[src/rtl/multicycle_sequencer.sv]
`default_nettype none
// ============================================================================
// Module      : multicycle_sequencer
// Description : Multi-cycle control FSM that sequences fetch, decode, execute,
//               memory and writeback, with memory time-outs and a retire count.
// Revision    : 1.0 - initial release
// ============================================================================
module multicycle_sequencer #(
  parameter int unsigned TIMEOUT = 15
) (
  input  logic        clk,
  input  logic        rst,
  input  logic [6:0]  opcode,
  input  logic [2:0]  funct3,
  input  logic [6:0]  funct7,
  input  logic        imem_ready,
  input  logic        dmem_ready,
  output logic        imem_req,
  output logic        dmem_req,
  output logic        DMWR,
  output logic [2:0]  DMCtrl,
  output logic        ir_we,
  output logic        pc_we,
  output logic        RUWr,
  output logic [2:0]  state,
  output logic        halted,
  output logic [1:0]  err_code,
  output logic [31:0] instret
);

  typedef enum logic [2:0] {
    ST_START   = 3'd0,
    ST_FETCH   = 3'd1,
    ST_DECODE  = 3'd2,
    ST_EXECUTE = 3'd3,
    ST_MEM     = 3'd4,
    ST_WB      = 3'd5,
    ST_HALT    = 3'd6
  } state_t;

  typedef enum logic [2:0] {
    CL_ILLEGAL = 3'd0,
    CL_RTYPE   = 3'd1,
    CL_ITYPE   = 3'd2,
    CL_LOAD    = 3'd3,
    CL_STORE   = 3'd4
  } class_t;

  localparam logic [1:0] c_err_none    = 2'b00;
  localparam logic [1:0] c_err_illegal = 2'b01;
  localparam logic [1:0] c_err_imem    = 2'b10;
  localparam logic [1:0] c_err_dmem    = 2'b11;

  localparam int unsigned c_tmo_w = (TIMEOUT < 2) ? 1 : $clog2(TIMEOUT + 1);
  localparam logic [c_tmo_w-1:0] c_tmo_lim = c_tmo_w'(TIMEOUT);

  state_t             state_q, state_d;
  class_t             class_q, class_d;
  logic [2:0]         dmctrl_q, dmctrl_d;
  logic [c_tmo_w-1:0] tmo_q, tmo_d;
  logic [31:0]        instret_q, instret_d;
  logic [1:0]         err_q, err_d;
  logic               halted_q, halted_d;

  class_t             dec_class;
  logic               tmo_hit;

  // Instruction classification, including the legality of each field combination.
  always_comb begin
    dec_class = CL_ILLEGAL;
    case (opcode)
      7'b0110011: begin
        if ((funct7 == 7'b0000000) ||
            ((funct7 == 7'b0100000) && ((funct3 == 3'b000) || (funct3 == 3'b101))))
          dec_class = CL_RTYPE;
      end
      7'b0010011: dec_class = CL_ITYPE;
      7'b0000011: begin
        if ((funct3 == 3'b000) || (funct3 == 3'b001) || (funct3 == 3'b010) ||
            (funct3 == 3'b100) || (funct3 == 3'b101))
          dec_class = CL_LOAD;
      end
      7'b0100011: begin
        if ((funct3 == 3'b000) || (funct3 == 3'b001) || (funct3 == 3'b010))
          dec_class = CL_STORE;
      end
      default: dec_class = CL_ILLEGAL;
    endcase
  end

  assign tmo_hit = (TIMEOUT != 0) && (tmo_q == c_tmo_lim);

  always_comb begin
    state_d   = state_q;
    class_d   = class_q;
    dmctrl_d  = dmctrl_q;
    tmo_d     = '0;
    instret_d = instret_q;
    err_d     = err_q;
    halted_d  = halted_q;
    imem_req  = 1'b0;
    dmem_req  = 1'b0;
    DMWR      = 1'b0;
    ir_we     = 1'b0;
    pc_we     = 1'b0;
    RUWr      = 1'b0;

    case (state_q)
      ST_START: state_d = ST_FETCH;

      ST_FETCH: begin
        imem_req = 1'b1;
        if (imem_ready) begin
          ir_we   = 1'b1;
          pc_we   = 1'b1;
          state_d = ST_DECODE;
        end else if (tmo_hit) begin
          state_d = ST_HALT;
          err_d   = c_err_imem;
        end else begin
          tmo_d = tmo_q + 1'b1;
        end
      end

      ST_DECODE: begin
        class_d  = dec_class;
        dmctrl_d = funct3;
        if (dec_class == CL_ILLEGAL) begin
          state_d = ST_HALT;
          err_d   = c_err_illegal;
        end else begin
          state_d = ST_EXECUTE;
        end
      end

      ST_EXECUTE: begin
        case (class_q)
          CL_RTYPE, CL_ITYPE: state_d = ST_WB;
          CL_LOAD, CL_STORE:  state_d = ST_MEM;
          default: begin
            state_d = ST_HALT;
            err_d   = c_err_illegal;
          end
        endcase
      end

      ST_MEM: begin
        dmem_req = 1'b1;
        DMWR     = (class_q == CL_STORE);
        if (dmem_ready) begin
          // Stores retire straight out of MEM; loads still need a writeback.
          if (class_q == CL_STORE) begin
            state_d   = ST_FETCH;
            instret_d = instret_q + 32'd1;
          end else begin
            state_d = ST_WB;
          end
        end else if (tmo_hit) begin
          state_d = ST_HALT;
          err_d   = c_err_dmem;
        end else begin
          tmo_d = tmo_q + 1'b1;
        end
      end

      ST_WB: begin
        RUWr      = 1'b1;
        instret_d = instret_q + 32'd1;
        state_d   = ST_FETCH;
      end

      ST_HALT: state_d = ST_HALT;

      default: begin
        state_d = ST_HALT;
        err_d   = c_err_illegal;
      end
    endcase

    if (state_d == ST_HALT)
      halted_d = 1'b1;
  end

  always_ff @(posedge clk or posedge rst) begin
    if (rst) begin
      state_q   <= ST_START;
      class_q   <= CL_ILLEGAL;
      dmctrl_q  <= 3'b000;
      tmo_q     <= '0;
      instret_q <= 32'd0;
      err_q     <= c_err_none;
      halted_q  <= 1'b0;
    end else begin
      state_q   <= state_d;
      class_q   <= class_d;
      dmctrl_q  <= dmctrl_d;
      tmo_q     <= tmo_d;
      instret_q <= instret_d;
      err_q     <= err_d;
      halted_q  <= halted_d;
    end
  end

  assign state    = state_q;
  assign DMCtrl   = dmctrl_q;
  assign halted   = halted_q;
  assign err_code = err_q;
  assign instret  = instret_q;

endmodule
`default_nettype wire
[config.mk]
export PLATFORM = sky130hd
export DESIGN_NAME = multicycle_sequencer
export DESIGN_NICKNAME = d
export VERILOG_FILES = /design/src/rtl/multicycle_sequencer.sv
export SDC_FILE = /design/constraint.sdc
export NUM_CORES = 1
export LEC_CHECK = 0
export BUFFER_PORTS_ARGS = -buffer_cell sky130_fd_sc_hd__buf_2
export CORE_MARGIN = 5
export CORE_UTILIZATION = 30
export CTS_CLUSTER_DIAMETER = 200
export CTS_CLUSTER_SIZE = 12
export DETAILED_ROUTE_END_ITERATION = 8
export PLACE_DENSITY = 0.54
export REMOVE_ABC_BUFFERS = 1
export SYNTH_ARGS = -nofsm -noshare
export SYNTH_HDL_FRONTEND = slang
export SYNTH_SLANG_ARGS = --single-unit
export TNS_END_PERCENT = 20
[constraint.sdc]
create_clock -name clk -period 1.91 [get_ports clk]
set_input_delay 0.573 -clock clk [delete_from_list [all_inputs] [get_ports clk]]
set_output_delay 0.573 -clock clk [all_outputs]
set_load 0.1 [all_outputs]
==> flow_summary.yaml, run 1 <==
cts:
  tritoncts: "yes"
  cts.htree.levels: 2
  worstSkewPairLatency_ns: 0.30
  clkSinkCount: 48
  cts_inserted_buffers: 5
  cts.path.max_buffers: 2
  clock_transition_at_the_registers_of_the_reported_paths_ns: 0.09
  root_buffer: "clkbuf_8"
timing:
  timing.final.max_slew_violations: 0
  post-route-min-period_ns: 1.97
  timing.clock.skew_ns: 0.00842
  worst_pin_slew_ns: 0.491
  fin_ws_ns: -0.0604
  max-slew-margin-rel_pct: 67.5
  finalSetupTns_ns: -0.174
  hold_viol: 0
  setup_viol: 4
  timing.final.crit_share_pct: 103
  max_freq_mhz: 508
  grt_setup_unrepaired: "yes"
die:
  die_h_um: 99.0
  num_rows: 32
  coreArea_mm2: 0.00773
  die-width_um: 99.0
  design.die.area_mm2: 0.00980
  initial_core_util_pct: 30.7
  io_pins: 68
worst_setup_path:
  worst_ep_required_time_ns: 1.34
  timing.critical_path.max_delay_family: "flip-flops"
  timing.critical_path.slowest_cell_delay_ns: 0.44
  crit_path_cell_trace: "nor3b_2, buf_4, and2_4, buf_12"
  worstPathArrival_ns: 1.40
  critical_path.endpoint_type: "primary output"
  worst_setup_path_start_kind: "flop"
  crit_slowest_cell: "dfrtp_1"
  path_max_fanout: 3
  cp_num_buf_inv: 2
  critical_path_class: "reg2out"
route:
  firstDrtPassIters: 4
  detailroute.via_count: 1954
  postRouteAntennaNets: 0
  viasPerCell: 4.65
  drt-total-wl_mm: 5.48
  initialDrtViolationCount: 54
  drc_errors: 0
  routed_wire_length_per_instance_um: 13.1
layout:
  multi_input_gate_area_in_the_final_layout_mm2: 0.00117
  seq_area_mm2: 0.00120
  fin_nets: 340
  most_common_library_cell_in_the_layout_ignoring_fill_and_taps: "buf_2"
  layout_common_cells: "buf_2 (58), dfrtp_1 (48), xnor2_1 (27), buf_4 (27), nor2_1 (19)"
  insertedDiodeCount: 0
  finalInstanceArea_mm2: 0.00331
  synthToLayoutAreaGrowth_pct: 39.4
  drive_gt1_share_pct: 39.0
  n_fill_cell: 771
grt:
  grt_util_all_layers_pct: 11.6
  pin_count_of_the_biggest_net_entering_global_routing: 49
  grt.overflow.total: 0
  number_of_antenna_violations_at_the_first_check_in_global_routing: 0
  grt_pass1_wl_mm: 9.35
  first_global_vias: 2006
placement:
  post_dp_cell_area_mm2: 0.00315
  buffer_ports.inserted: 67
  gp_congestion: 0.797
  dp.final_hpwl_mm: 4.14
  place_worst_setup_slack_ns: -0.331
yosys:
  post_synth_inst_count: 219
  synth.distinct_cells: 52
  sequential_fraction_of_the_synthesis_area_pct: 50.6
  asyncSetResetFlopFracSynth_pct: 100
  number_of_synthesized_flops_with_an_enable_pin: 0
  synth_flop_cell: "dfrtp_1"
  synthesis.yosys.warnings: 0
  avg_synthesized_cell_area_um2: 10.8
  syn-cell-area_mm2: 0.00238
  postSynthRegisterBits: 48
pwr:
  peakVddDrop_mv: 1.19
  cellPowerDensity_mw_per_mm2: 1280
  p_leak_nw: 1.61
status:
  failed_checks: "setup timing"
  run_status: "finished with violations"
min_path:
  min_path_type: "in2async"
run:
  cap_violations: 0
layer usage:
metal	GRT usage [%]	vias up	share of wire, %
met2	18.8	56	44
met1	15.2	910	49
met5	0	-	0
met4	3.15	0	0.68
li1	-	984	-
met3	3.26	4	6.4
path summary, 6_finish.rpt:
check / cells past startpoint / slack [ns] / from / endpoint
max reg2reg: 6 / 0.12 / state[2]$_DFF_PP0_ / err_code[1]$_DFFE_PP0P_
min reg2reg: 1 / 0.47 / instret[31]$_DFFE_PP0P_ / instret[31]$_DFFE_PP0P_
min: 3 / 0.30 / rst / instret[25]$_DFFE_PP0P_
min in group clk: 1 / 0.47 / instret[31]$_DFFE_PP0P_ / instret[31]$_DFFE_PP0P_
max in group asynchronous: 3 / 1.38 / rst / instret[2]$_DFFE_PP0P_
max: 4 / -0.06 / state[1]$_DFF_PP0_ / pc_we
where the power goes:
part	internal [mW]	switching [mW]	total (mW)	leakage, nW
logic	0.666	1.54	2.20	0.925
clock network	0.388	0.349	0.737	0.0541
registers	1.15	0.131	1.28	0.636
total	2.21	2.02	4.23	1.61
state kept, by name (all words and copies together), names as in the netlist:
signal    flops
halted        1
state         3
class_q       3
DMCtrl        3
err_code      2
tmo_q         4
instret      32
what timing repair did:
action,4_1_cts,5_1_grt
pin swaps,2,2
hold buffers,0,0
resized for setup,10,3
setup endpoints to repair,7,9
buffers inserted,1,0
area by class of cell:
cell class	count	share of cell area (%)
sequential	48	36.3
multi-input combinational	162	35.4
timing repair buffer	95	20.6
tap	102	3.85
clock buffer	5	2.08
clock inverter	3	1.28
inverter	5	0.567
cells in the mapped netlist (2+ instances only):
cell type	n	area (um2)
a21oi_1	4	20.0
and2_1	2	12.5
and3_1	7	43.8
and4_1	3	26.3
dfrtp_1	48	1200
ha_1	2	25.0
inv_1	5	18.8
mux2_2	4	45.0
mux2i_1	2	20.0
nand2_1	11	41.3
nand2b_1	2	12.5
nand3_1	14	70.1
nand4_1	11	68.8
nor2_1	19	71.3
nor2b_1	2	12.5
nor3_1	5	25.0
nor3_2	2	20.0
o211ai_1	2	15.0
o21ai_0	8	40.0
o21bai_1	2	15.0
xnor2_1	27	236
xor2_1	7	61.3
worst register-to-register path, cell delays in order (launching register included):
cell	delay [ns]
dfrtp_1	0.42
buf_4	0.17
nor2_1	0.17
nand2_4	0.13
a2111oi_4	0.38
a211oi_2	0.11
mux2_4	0.31
kinds of logic after synthesis:
family	Yosys count	synth area share, %
fa+ha+maj	2	1.05
compound gates	33	10.9
flops	48	50.6
mux	7	3.37
xor+xnor	34	12.5
buf+inv	9	1.95
simple gates	86	19.6
through the flow:
step	cells	power (mW)	hold WS (ns)	util [%]
2_1_floorplan	215	2.80	0.443	-
3_3_place_gp	411	3.43	0.456	40.7
3_5_place_dp	411	3.43	0.458	40.7
4_1_cts	420	4.26	0.300	42.7
5_1_grt	420	4.42	0.318	42.9
6_report	420	4.23	0.298	42.9
No activity file was read; power rests on OpenSTA's default activity.
==> run 2: changes to the inputs <==
- GPL_TIMING_DRIVEN: default -> 0
- TNS_END_PERCENT: 20 -> default
==> flow_summary.yaml, run 2 (same netlist as run 1, synthesis figures left out) <==
status:
  run_status: "finished with violations"
  failed_checks: "setup timing"
pwr:
  peakVddDrop_mv: 1.06
  p_leak_nw: 1.59
  cellPowerDensity_mw_per_mm2: 1280
  total_power_mw: 4.17
worst_setup_path:
  timing.critical_path.slowest_cell_delay_ns: 0.45
  critical-path-top-cell-by-count: "nor2b_4"
  worst_setup_path_start_kind: "flop"
  crit_slowest_cell: "dfrtp_2"
  worstPathArrival_ns: 1.43
  crit_path_cell_trace: "nor2b_4, nor2b_4, and3_4, buf_12"
  critical_path.endpoint_type: "primary output"
  path_max_fanout: 6
  worst_ep_required_time_ns: 1.34
  critical_path_class: "reg2out"
die:
  die_h_um: 99.0
  coreArea_mm2: 0.00773
  initial_core_util_pct: 30.7
  io_pins: 68
  num_rows: 32
  die-width_um: 99.0
  design.die.area_mm2: 0.00980
route:
  routed_wire_length_per_instance_um: 13.6
  viasPerCell: 4.77
  postRouteAntennaNets: 0
  drc_errors: 0
  detailroute.via_count: 1957
  drt-total-wl_mm: 5.58
  firstDrtPassIters: 4
  initialDrtViolationCount: 36
grt:
  grt_busiest_layer: "met2"
  grt_use_met2_pct: 18.9
  groute.layer.met3.usage_pct: 3.89
  pin_count_of_the_biggest_net_entering_global_routing: 26
  number_of_antenna_violations_at_the_first_check_in_global_routing: 0
  grt_pass1_wl_mm: 9.51
  grt.overflow.total: 0
  grt_util_all_layers_pct: 11.8
  first_global_vias: 1970
  grtUsageMet1_pct: 15.3
timing:
  fin_ws_ns: -0.0973
  timing.clock.skew_ns: 0.00684
  post-route-min-period_ns: 2.01
  grt_setup_unrepaired: "yes"
  max_freq_mhz: 498
  timing.final.crit_share_pct: 105
  max-slew-margin-rel_pct: 64.6
  worst_pin_slew_ns: 0.531
  hold_viol: 0
  setup_viol: 6
  timing.final.max_slew_violations: 0
layout:
  fin_util_pct: 42.0
  most_common_library_cell_in_the_layout_ignoring_fill_and_taps: "buf_2"
  insertedDiodeCount: 0
  largest_reg_flops: 32
  drive_gt1_share_pct: 38.3
  synthToLayoutAreaGrowth_pct: 36.7
  fin_nets: 330
  instances_no_fill: 410
  layout_common_cells: "buf_2 (60), dfrtp_1 (44), xnor2_1 (27)"
cts:
  tritoncts: "yes"
  cts.htree.levels: 2
  cts_inserted_buffers: 5
  worstSkewPairLatency_ns: 0.29
  cts.path.max_buffers: 2
  clock_transition_at_the_registers_of_the_reported_paths_ns: 0.09
  root_buffer: "clkbuf_8"
  clkSinkCount: 48
placement:
  dp_cells: 385
  place_worst_setup_slack_ns: -0.441
  dp.final_hpwl_mm: 3.97
  buffer_ports.inserted: 67
  gp_congestion: 0.726
min_path:
  min_path_type: "in2async"
run:
  cap_violations: 0
## run 2: timing repair
action | CTS | global route
buffers inserted | 9 | 8
cloned | 0 | 0
resized for setup | 31 | 12
setup endpoints to repair | 26 | 18
pin swaps | 5 | 7
hold buffers | 0 | 0
## run 2: path summary, 6_finish.rpt
kind | startpoint | endpoint | slack, ns | cells past startpoint
min in group clk | instret[31]$_DFFE_PP0P_ | instret[31]$_DFFE_PP0P_ | 0.47 | 1
max reg2reg | class_q[2]$_DFFE_PP0P_ | err_code[1]$_DFFE_PP0P_ | 0.07 | 5
max in group asynchronous | rst | state[0]$_DFF_PP0_ | 1.07 | 3
min reg2reg | instret[31]$_DFFE_PP0P_ | instret[31]$_DFFE_PP0P_ | 0.47 | 1
min | rst | instret[26]$_DFFE_PP0P_ | 0.31 | 2
max | state[2]$_DFF_PP0_ | DMWR | -0.1 | 4
## run 2: metrics by stage
step	hold slack, ns	area (um2)	setup TNS [ns]
after floorplan	0.443	2350	-30.28
after global placement	0.444	2810	-36.19
after detailed placement	0.443	2830	-8.02
after CTS	0.318	3130	-0.377
after global routing	0.346	3250	-0.646
final	0.307	3250	-0.220
## run 2: power breakdown
part	switching, mW	internal (mW)
Clock	0.337	0.389
Combinational	1.51	0.613
Sequential	0.159	1.16
## run 2: metal layers
metal  up-vias  part of all wire, %
met5         -                    0
met4         0                 0.88
met3         5                  7.1
met2        54                   46
met1       941                   46
li1        957                    -
## run 2: worst max-delay path: cells and delay by family (launching register included)
kind	cells	cell delay [ns]
buf+inv	1	0.17
flops	1	0.45
simple gates	3	0.52
## run 2: final cells by class
class,count,area (um2)
Clock inverter,2,35.0
Fill cell,772,4480
Inverter,5,18.8
Sequential cell,48,1210
Multi-Input combinational cell,162,1190
Clock buffer,6,72.6
Timing Repair Buffer,85,601
Tap cell,102,128
==> run 3: changes to the inputs <==
- SKIP_CTS_REPAIR_TIMING: default -> 1
- clock period: 1.91 -> 2.1 ns (I/O delays scaled with it)
==> flow_summary.yaml, run 3 (same netlist as run 1, synthesis figures left out) <==
status:
  run_status: "finished with violations"
  failed_checks: "setup timing"
layout:
  fin_nets: 324
  drive_gt1_share_pct: 36.1
  largest_reg_flops: 32
  synthToLayoutAreaGrowth_pct: 31.8
  insertedDiodeCount: 0
  layout_common_cells: "buf_2 (61), dfrtp_1 (45), xnor2_1 (27)"
  most_common_library_cell_in_the_layout_ignoring_fill_and_taps: "buf_2"
timing:
  finalSetupTns_ns: -0.0210
  setup_viol: 1
  post-route-min-period_ns: 2.12
  hold_slack_final_ns: 0.357
  max_freq_mhz: 471
  timing.clock.skew_ns: 0.00320
  timing.final.max_slew_violations: 0
  grt_setup_unrepaired: "yes"
  worst_pin_slew_ns: 0.527
  fin_ws_ns: -0.0210
  max-slew-margin-rel_pct: 64.8
  timing.final.crit_share_pct: 101
  hold_viol: 0
die:
  die_h_um: 99.0
  die-width_um: 99.0
  initial_core_util_pct: 30.7
  num_rows: 32
  design.die.area_mm2: 0.00980
  coreArea_mm2: 0.00773
  io_pins: 68
grt:
  pin_count_of_the_biggest_net_entering_global_routing: 26
  number_of_antenna_violations_at_the_first_check_in_global_routing: 0
  grt_pass1_wl_mm: 9.15
  first_global_vias: 1933
  grt_util_all_layers_pct: 11.3
  grt.overflow.total: 0
cts:
  cts.htree.levels: 2
  root_buffer: "clkbuf_8"
  worstSkewPairLatency_ns: 0.30
  cts_inserted_buffers: 5
  cts.path.max_buffers: 2
  clock_transition_at_the_registers_of_the_reported_paths_ns: 0.09
  tritoncts: "yes"
  clkSinkCount: 48
min_path:
  min_path_type: "in2async"
route:
  postRouteAntennaNets: 0
  detailroute.via_count: 1930
  viasPerCell: 4.78
  drc_errors: 0
  initialDrtViolationCount: 36
  drt-total-wl_mm: 5.47
  routed_wire_length_per_instance_um: 13.5
  firstDrtPassIters: 4
placement:
  gp_congestion: 0.726
  buffer_ports.inserted: 67
  dp.final_hpwl_mm: 3.97
worst_setup_path:
  critical_path.endpoint_type: "primary output"
  worst-r2r-setup-slack_ns: 0.16
  path_max_fanout: 7
  critical_path_class: "reg2out"
  worst_ep_required_time_ns: 1.47
  worst_setup_path_start_kind: "flop"
  worstPathArrival_ns: 1.49
pwr:
  p_leak_nw: 1.55
  cellPowerDensity_mw_per_mm2: 1190
  total_power_mw: 3.72
  peakVddDrop_mv: 1.06
run:
  cap_violations: 0
run 3: changes by cell type in the layout (fill, tap and decap cells not counted), sizes merged:
cell / previous run / this run
buf: 84 / 77
clkbuf: 7 / 8
run 3: path summary, 6_finish.rpt:
kind | endpoint | start | depth (start not counted)
setup / recovery | DMWR | state[2]$_DFF_PP0_ | 4
hold / removal | instret[26]$_DFFE_PP0P_ | rst | 2
setup reg to reg | instret[25]$_DFFE_PP0P_ | class_q[0]$_DFFE_PP0P_ | 5
hold reg to reg | halted$_DFFE_PP0N_ | halted$_DFFE_PP0N_ | 1
max in group asynchronous | state[0]$_DFF_PP0_ | rst | 3
min in group clk | halted$_DFFE_PP0N_ | halted$_DFFE_PP0N_ | 1
run 3: metrics by stage:
stage | std cells | worst slack (ns) | cell area [um2] | utilization, %
2_1_floorplan | 215 | -3.64 | 2350 | -
3_3_place_gp | 384 | -0.455 | 2810 | 36.4
3_5_place_dp | 385 | -0.308 | 2830 | 36.6
4_1_cts | 393 | -0.661 | 2940 | 38.0
5_1_grt | 404 | -0.0940 | 3130 | 40.5
6_report | 404 | -0.0210 | 3130 | 40.5
run 3: worst max-delay path: stages, from the launching register on:
cell     delay (ns)
dfrtp_2        0.45
nor2b_4        0.21
nor2b_4        0.17
and3_4         0.20
buf_12         0.17
run 3: layout make-up:
class / count / area [um2]
clock buffer: 6 / 72.6
tap: 102 / 128
inverter: 5 / 18.8
multi-input combinational: 162 / 1180
clock inverter: 2 / 35.0
fill: 790 / 4600
sequential: 48 / 1200
timing repair buffer: 79 / 488
run 3: per-layer routing:
layer  routed length [um]  track usage, %  share of wire (%)  vias up
met2                 2520            18.1                 46       58
met3                  419            3.89                7.7        4
met1                 2490            14.5                 45      919
met5                    0               0                  0        -
li1                     -               -                  -      949
met4                   46            2.84               0.84        0
run 3: power breakdown:
group          internal (mW)  switching, mW  total (mW)
sequential              1.05          0.153        1.21
clock                  0.354          0.312       0.666
combinational          0.498           1.34        1.84
